## src/rtl/detector_arbiter.sv

```systemverilog
`default_nettype none
// ============================================================================
//  Module   : detector_arbiter
//  Purpose  : Two-requester round-robin arbiter in front of a serial
//             "000" Moore detector. A granted 8-bit word is shifted MSB
//             first through the detector. The number of edges on which
//             the detector enters ID000 is reported with a one-cycle
//             done pulse.
//  Revision : 1.0  initial release
// ----------------------------------------------------------------------------
//  Ports
//    clk      in   1  system clock, rising edge
//    reset    in   1  asynchronous reset, active low
//    req0     in   1  requester 0 request (held until gnt0)
//    data0    in   8  requester 0 word (sampled on the grant edge only)
//    req1     in   1  requester 1 request (held until gnt1)
//    data1    in   8  requester 1 word (sampled on the grant edge only)
//    gnt0     out  1  one-cycle grant pulse to requester 0
//    gnt1     out  1  one-cycle grant pulse to requester 1
//    busy     out  1  high while shifting and in the completion cycle
//    done     out  1  one-cycle completion pulse
//    done_id  out  1  requester index of the finished word (held)
//    count    out  4  detection count of the finished word (held)
//    y        out  1  detector Moore output, 1 iff detector is in ID000
// ============================================================================
module detector_arbiter (
  input  logic       clk,
  input  logic       reset,
  input  logic       req0,
  input  logic [7:0] data0,
  input  logic       req1,
  input  logic [7:0] data1,
  output logic       gnt0,
  output logic       gnt1,
  output logic       busy,
  output logic       done,
  output logic       done_id,
  output logic [3:0] count,
  output logic       y
);

  // --------------------------------------------------------------------------
  // State encodings
  // --------------------------------------------------------------------------
  typedef enum logic [1:0] {
    ST_IDLE  = 2'd0,
    ST_SHIFT = 2'd1,
    ST_DONE  = 2'd2
  } ctrl_state_t;

  typedef enum logic [2:0] {
    D_START = 3'd0,
    D_ID1   = 3'd1,
    D_ID0   = 3'd2,
    D_ID00  = 3'd3,
    D_ID000 = 3'd4
  } det_state_t;

  localparam logic [2:0] LAST_BIT = 3'd7;

  // --------------------------------------------------------------------------
  // Registers
  // --------------------------------------------------------------------------
  ctrl_state_t state_q;
  det_state_t  det_q;
  logic [7:0]  word_q;     // captured word, shifted left so bit 7 is next
  logic [2:0]  bitcnt_q;   // index of the bit being fed, 0..7
  logic [3:0]  run_q;      // running detection count of the current word
  logic        last_q;     // requester granted most recently
  logic        cur_id_q;   // requester owning the word in progress
  logic        gnt0_q;
  logic        gnt1_q;
  logic        busy_q;
  logic        done_q;
  logic        done_id_q;
  logic [3:0]  count_q;
  logic        y_q;

  // --------------------------------------------------------------------------
  // Next-state values
  // --------------------------------------------------------------------------
  logic        sel_d;      // requester that would win a grant this edge
  logic        bit_d;      // serial bit presented to the detector
  det_state_t  det_d;      // detector state after consuming bit_d
  logic        hit_d;      // detector enters ID000 on this edge
  logic [3:0]  run_d;      // running count including this edge
  logic [2:0]  bitcnt_d;

  // Round robin: a lone request wins outright; on a tie the requester
  // that was not granted last wins.
  always_comb begin
    sel_d = 1'b0;
    if (req0 && req1) begin
      sel_d = ~last_q;
    end else if (req1) begin
      sel_d = 1'b1;
    end
  end

  assign bit_d = word_q[7];

  // Detector transition function. A 1 always restarts the zero run; zeros
  // alternate between ID00 and ID000 once three have been seen, so only
  // odd-length zero runs of three or more sit in ID000.
  always_comb begin
    det_d = det_q;
    if (bit_d) begin
      det_d = D_ID1;
    end else begin
      case (det_q)
        D_START: det_d = D_ID0;
        D_ID1:   det_d = D_ID0;
        D_ID0:   det_d = D_ID00;
        D_ID00:  det_d = D_ID000;
        D_ID000: det_d = D_ID00;
        default: det_d = D_START;
      endcase
    end
  end

  assign hit_d    = (det_d == D_ID000);
  // At most three hits fit in eight bits, so the 4-bit count cannot wrap.
  assign run_d    = run_q + {3'b000, hit_d};
  assign bitcnt_d = bitcnt_q + 3'd1;

  // --------------------------------------------------------------------------
  // Controller, detector and registered outputs
  // --------------------------------------------------------------------------
  always_ff @(posedge clk or negedge reset) begin
    if (!reset) begin
      state_q   <= ST_IDLE;
      det_q     <= D_START;
      word_q    <= 8'h00;
      bitcnt_q  <= 3'd0;
      run_q     <= 4'd0;
      last_q    <= 1'b1;     // requester 0 wins the first tie
      cur_id_q  <= 1'b0;
      gnt0_q    <= 1'b0;
      gnt1_q    <= 1'b0;
      busy_q    <= 1'b0;
      done_q    <= 1'b0;
      done_id_q <= 1'b0;
      count_q   <= 4'd0;
      y_q       <= 1'b0;
    end else begin
      // Grant and done are single-cycle pulses.
      gnt0_q <= 1'b0;
      gnt1_q <= 1'b0;
      done_q <= 1'b0;

      case (state_q)
        ST_IDLE: begin
          // Detector keeps its last state here, so y is left untouched.
          if (req0 || req1) begin
            state_q  <= ST_SHIFT;
            busy_q   <= 1'b1;
            gnt0_q   <= ~sel_d;
            gnt1_q   <= sel_d;
            last_q   <= sel_d;
            cur_id_q <= sel_d;
            word_q   <= sel_d ? data1 : data0;
            bitcnt_q <= 3'd0;
            run_q    <= 4'd0;
            det_q    <= D_START;
            y_q      <= 1'b0;
          end
        end

        ST_SHIFT: begin
          det_q  <= det_d;
          y_q    <= hit_d;
          word_q <= {word_q[6:0], 1'b0};
          run_q  <= run_d;
          if (bitcnt_q == LAST_BIT) begin
            // The eighth bit's hit is folded into the reported count.
            state_q   <= ST_DONE;
            done_q    <= 1'b1;
            count_q   <= run_d;
            done_id_q <= cur_id_q;
          end else begin
            bitcnt_q <= bitcnt_d;
          end
        end

        ST_DONE: begin
          // Requests seen on this edge are ignored; a request still held
          // in IDLE is taken on the following edge.
          state_q <= ST_IDLE;
          busy_q  <= 1'b0;
        end

        default: begin
          state_q <= ST_IDLE;
          busy_q  <= 1'b0;
        end
      endcase
    end
  end

  assign gnt0    = gnt0_q;
  assign gnt1    = gnt1_q;
  assign busy    = busy_q;
  assign done    = done_q;
  assign done_id = done_id_q;
  assign count   = count_q;
  assign y       = y_q;

endmodule
`default_nettype wire

```

## config.mk

```make
export PLATFORM = sky130hd
export DESIGN_NAME = detector_arbiter
export DESIGN_NICKNAME = d
export VERILOG_FILES = /design/src/rtl/detector_arbiter.sv
export SDC_FILE = /design/constraint.sdc
export NUM_CORES = 1
export LEC_CHECK = 0
export ABC_AREA = 1
export CAP_MARGIN = 15
export CORE_UTILIZATION = 40
export DETAILED_ROUTE_END_ITERATION = 7
export PLACE_DENSITY = 0.72
export SLEW_MARGIN = 5
export SYNTH_ARGS = -nofsm -noshare
export SYNTH_HDL_FRONTEND = slang
export SYNTH_SLANG_ARGS = --single-unit
```

## constraint.sdc

```tcl
create_clock -name clk -period 1.25 [get_ports clk]
set_input_delay 0.1875 -clock clk [delete_from_list [all_inputs] [get_ports clk]]
set_output_delay 0.1875 -clock clk [all_outputs]
set_load 0.005 [all_outputs]
```

# After elaboration in Yosys (flattened, before gate mapping)
# Index checks and enable logic that the tools add are counted.
[classes]
muxes = 26
n_addsub = 2
bitwise_logic = 3
reduce_logical = 13
n_eq_ne = 10
[ops]
columns = ["cell", "n"]
rows = [
  ["8-bit two-way mux", 2],
  ["8-bit case mux with 2 select lines", 1],
  ["3-bit case mux with 2 select lines", 2],
  ["1-bit two-way mux", 10],
  ["2-bit AND reduction", 5],
  ["3-bit == test (second input constant)", 3],
  ["3-bit two-way mux", 3],
  ["3-bit case mux with 3 select lines", 1],
  ["4-bit case mux with 2 select lines", 1],
  ["3-bit by 2-bit == test with 1-bit output (second input constant)", 2],
  ["2-bit inequality test (second input constant)", 3],
  ["4-bit by 1-bit adder with 4-bit output", 1],
  ["2-bit two-way mux", 2],
  ["4-bit two-way mux", 1],
  ["1-bit case mux with 2 select lines", 2],
  ["2-bit case mux with 2 select lines", 1],
  ["2-bit OR reduction", 2],
  ["3-bit by 1-bit adder with 3-bit output (second input constant)", 1],
  ["3-bit by 1-bit == test with 1-bit output (second input constant)", 1],
  ["3-bit logical NOT", 1],
  ["1-bit inverter", 3],
  ["3-bit AND reduction", 1],
  ["2-bit by 1-bit == test with 1-bit output (second input constant)", 1],
  ["2-bit logical NOT", 1],
  ["other kinds (3)", 3],
]
[word_totals]
register_bits = 32

# Longest topological paths before layout
# Gate-level depths: netlist (run 1).
[logic_depth]
word_depth = 7
mapped_depth = 7

# Worst setup path before layout (run 1)
# Ideal clock, no wire load.
[synth_timing]
kind = "register to register"
from = "reg word_q[7]"
to = "reg count_q[2] (netlist: count[2])"
n_path_buf = 0
slack_ns = -0.087
path_stages_with_launch = 7
t_required_ns = 1.185
t_arrival_ns = 1.272
path_cell_list = "dfrtp_1 -> nor3_1 -> ha_1 -> ha_1 -> xor2_1 -> nand2_1 -> nand2_1"
[synth_between]
elab_chain_len = 3
[synth_lines]
columns = ["element", "line", "rtl"]
rows = [
  ["from (decl)", "66", "logic [7:0] word_q;"],
  ["from (signal assigned)", "161", "word_q <= sel_d ? data1 : data0;"],
  ["from (signal assigned)", "172", "word_q <= {word_q[6:0], 1'b0};"],
  ["3-bit two-way mux", "107", "if (bit_d) begin"],
  ["3-bit == test", "121", "assign hit_d = (det_d == D_ID000);"],
  ["4-bit by 1-bit adder with 4-bit output", "123", "assign run_d = run_q + {3'b000, hit_d};"],
  ["to (signal assigned)", "178", "count_q <= run_d;"],
  ["to (decl)", "76", "logic [3:0] count_q;"],
]
# Every way passes these cells.
# A chain may end at the register's enable or synchronous reset.

# Final worst setup path (run 1)
[layout_timing]
from = "reg word_q[7]"
to = "reg run_q[2]"
[layout_between]
elab_chain_len = 4
[layout_lines]
columns = ["element", "line", "rtl"]
rows = [
  ["3-bit two-way mux", "107", ""],
  ["3-bit == test", "121", ""],
  ["4-bit by 1-bit adder with 4-bit output", "123", ""],
  ["4-bit case mux with 2 select lines", "151", "case (state_q)"],
  ["to (signal assigned)", "173", "run_q <= run_d;"],
  ["to (decl)", "68", "logic [3:0] run_q;"],
]
# Every way passes these cells.

==> results of run 1 <==
==> what timing repair did <==
item / CTS / global route
buffers inserted: 4 / 2
setup endpoints to repair: 22 / 12
gates resized for setup: 14 / 7
pin swaps: 7 / 4
==> placed cells by master (no fill, tap or decap), types with 2 or more instances in the layout <==
| cell | synthesis | layout |
|---|---|---|
| ha_4 | 0 | 2 |
| o21ai_1 | 3 | 3 |
| dfrtp_1 | 31 | 31 |
| nand2_4 | 3 | 4 |
| buf_4 | 1 | 17 |
| nand2_2 | 3 | 5 |
| inv_4 | 1 | 3 |
| clkbuf_8 | 0 | 5 |
| nor2_1 | 4 | 4 |
| clkdlybuf4s50_1 | 0 | 19 |
| nor2_4 | 2 | 2 |
| nand3_1 | 35 | 35 |
| nand2_1 | 65 | 62 |
| dlygate4sd2_1 | 0 | 10 |
| inv_2 | 3 | 2 |
| inv_1 | 28 | 27 |
| ha_2 | 0 | 2 |
| o21ai_0 | 2 | 2 |
==> how the worst max path moves through the flow <==
stage / from / slack (ns) / end
finish: word_q[7]$_DFFE_PN0P_ / -0.07 / run_q[2]$_DFFE_PN0P_
global route: word_q[7]$_DFFE_PN0P_ / -0.17 / run_q[2]$_DFFE_PN0P_
CTS: det_q[1]$_DFFE_PN0P_ / -0.11 / count[2]$_DFFE_PN0P_
detailed placement: req0 / -0.12 / y$_DFFE_PN0P_
global placement: req1 / -0.09 / cur_id_q$_DFFE_PN0P_
floorplan: word_q[7]$_DFFE_PN0P_ / -0.04 / count[2]$_DFFE_PN0P_
==> synthesized netlist by cell type, types with 2 or more instances <==
library cell | n | area, sq um
nand2_1 | 65 | 244
nand3_1 | 35 | 175
dfrtp_1 | 31 | 776
inv_1 | 28 | 105
ha_1 | 4 | 50.1
nor2_1 | 4 | 15.0
buf_6 | 3 | 33.8
inv_2 | 3 | 11.3
nand2_2 | 3 | 18.8
nand2_4 | 3 | 33.8
o21ai_1 | 3 | 15.0
nor2_4 | 2 | 22.5
o21ai_0 | 2 | 10.0
==> power groups by stage <==
stage	Sequential [uW]	Combinational (uW)	Clock, uW
after floorplan	1760	1250	0
after global placement	1750	1960	0
after detailed placement	1770	1990	0
after CTS	1740	2050	993
after global routing	1810	2370	1050
final	1750	2090	969
==> flip-flops by register name (all words and copies together), names as in the netlist, 2 cells and up <==
register  count
word_q        8
count         4
run_q         4
bitcnt_q      3
det_q         3
state_q       2
==> final cells by class <==
type / count / share of cell area
Sequential cell: 32 / 0.364
Multi-Input combinational cell: 127 / 0.310
Timing Repair Buffer: 47 / 0.193
Inverter: 32 / 0.0579
Clock buffer: 6 / 0.0329
Tap cell: 48 / 0.0272
Clock inverter: 2 / 0.0159
==> worst register-to-register path: stages, from the launching register on <==
cell and delay, ns:
dfrtp_1 0.39, nor3_2 0.23, ha_2 0.25, ha_4 0.14
xor2_2 0.13, nand2_1 0.06, nand2_1 0.05
==> through the flow <==
step | power (uW) | worst slack, ns | instance area, sq um
6_report | 4810 | -0.0682 | 2210
5_1_grt | 5240 | -0.168 | 2210
4_1_cts | 4780 | -0.109 | 2170
3_5_place_dp | 3750 | -0.119 | 2030
3_3_place_gp | 3710 | -0.0913 | 2030
2_1_floorplan | 3000 | -0.0383 | 1610
==> kinds of logic after synthesis <==
family | Yosys count
and+or+nand+nor | 117
buffers and inverters | 36
DFF | 32
AOI/OAI and AO/OA | 5
adders and majority gates | 4
xor gates and xnor gates | 1
==> per-layer routing <==
| layer | up-vias | global-route usage |
|---|---|---|
| met1 | 613 | 0.205 |
| li1 | 698 | - |
| met3 | 6 | 0.0625 |
| met2 | 29 | 0.288 |
| met4 | 0 | 0.0571 |
| met5 | - | 0 |
==> results.py, run 1 <==
metrics = {
    "synthesis": {
        "syn-instance-count": 195,
        "synth_edf_count": 0,
        "synth_fp_nets": 219,
        "yosys.area_share.simple": 0.341,
        "synth-adder-area-share": 0.0314,
        "synthArstFlopShare": 1.00,
        "yosysWarnings": 0,
        "ys.flop_type": "dfrtp_1",
        "ys_seq_area_frac": 0.503,
        "synthMuxAreaShare": 0,
        "yosys_register_bits": 32,
        "synth_top_family_by_area": "simple AND/OR/NAND/NOR gates",
        "synth_xor_area_frac": 0.00549,
        "syn_area_sq_mm": 0.00159,
        "ys_types": 22,
        "avgSynthCellArea_sq_um": 8.17,
        "synth_compound_area_frac": 0.0157,
    },
    "power": {
        "p_comb_frac": 0.434,
        "ir_worst_vdd_uv": 1130,
        "p_leak_uw": 0.00119,
        "p_sw_frac": 0.364,
        "p_clk_frac": 0.201,
        "pwr-share-seq": 0.365,
        "p_sw_uw": 1750,
        "p_int_uw": 3060,
        "powerDensity_mw_per_mm2": 2180,
    },
    "cts": {
        "cts_root_buf": "clkbuf_8",
        "htree_levels": 2,
        "cts_buffers": 5,
        "cts_tree": "yes",
        "cts.sinks": 32,
        "cts_hold_buffers": 0,
        "insertion_delay_ns": 0.28,
        "clkTransAtPathRegs_ns": 0.07,
        "cts_max_path_buffers": 2,
    },
    "global_routing": {
        "grt_max_degree": 30,
        "grt_first_pass_wirelength_mm": 5.46,
        "grt_usage": 0.172,
        "first_global_vias": 1300,
        "grt-ovfl-total": 0,
        "antenna_found_initial": 0,
    },
    "sta": {
        "whs_ns": 0.123,
        "finalSetupViolations": 5,
        "drv_slew": 0,
        "setup_ws_ns": -0.0682,
        "fmax_mhz": 759,
        "rsz0062_at_grt": "yes",
        "max_slew_margin": 0.844,
        "skew_ns": 0.00407,
        "hold_viol": 0,
        "max_slew.worst_pin.slew_ns": 0.234,
        "fin_tns_setup_ns": -0.208,
        "min_period_ns": 1.32,
        "fin_crit_sh": 1.05,
    },
    "die": {
        "die_height_um": 65.1,
        "die_w_um": 65.1,
        "rows": 22,
        "io_pins": 30,
        "coreArea_sq_mm": 0.00374,
        "die-area_sq_mm": 0.00424,
        "initial_core_util": 0.426,
    },
    "critical_path": {
        "r2r_end": "run_q[2]$_DFFE_PN0P_",
        "start_kind": "flip-flop",
        "crit_family": "flip-flops",
        "cp_max_fo": 3,
        "crit_arrival_ns": 1.54,
        "crit_chain": "nor3_2 -> ha_2 -> ha_4 -> xor2_2 -> nand2_1 -> nand2_1",
        "path_buf_inv": 0,
        "critPathCaptureType": "flip-flop",
        "rr_startpoint": "word_q[7]$_DFFE_PN0P_",
        "crit_slowest_cell": "dfrtp_1",
        "r2r_slack_ns": -0.07,
        "path_depth": 6,
        "critical_path_required_ns": 1.47,
        "path_common_cell": "nand2_1",
        "max_stage_delay_ns": 0.39,
        "criticalPathCategory": "reg2reg",
        "rr_worst_depth": 6,
    },
    "place": {
        "io_buffers": 29,
        "dp.cells": 280,
        "hpwlAfterDp_mm": 2.22,
        "gp_congestion": 0.737,
    },
    "cells_and_area": {
        "register_area_sq_um": 802,
        "nNetsFinal": 269,
        "area_growth_pct": 38.4,
        "multiInputGateArea_sq_um": 683,
        "post-route-util": 0.589,
        "drive_gt1_frac": 0.203,
        "n_fill_cell": 335,
        "insertedDiodeCount": 0,
        "final_cells": 294,
    },
    "drt": {
        "dr_wl_met3_um": 164,
        "ant_nets": 0,
        "wl_met1_mm": 1.41,
        "top_layer": "met4",
        "wire_per_inst_um": 10.4,
        "remaining_drc_errors": 0,
        "vias": 1346,
        "routed_wl_mm": 3.04,
        "drtIter0Drc": 65,
        "vias_per_cell": 4.58,
        "route.met2.wl_mm": 1.43,
        "dr.pass1.iters": 4,
    },
    "hold_path": {
        "hp-class": "in2async",
    },
    "outcome": {
        "violations": "setup timing",
        "run_status": "finished, violations left",
    },
    "run": {
        "cap_violations": 0,
    },
}
No activity file was read; power rests on OpenSTA's default activity.
==> run 2: changes to the inputs <==
Settings changed: CTS_CLUSTER_DIAMETER from default to 50.
==> results of run 2 <==
No change in the layout: final DEF, timing and power equal those of run 1.
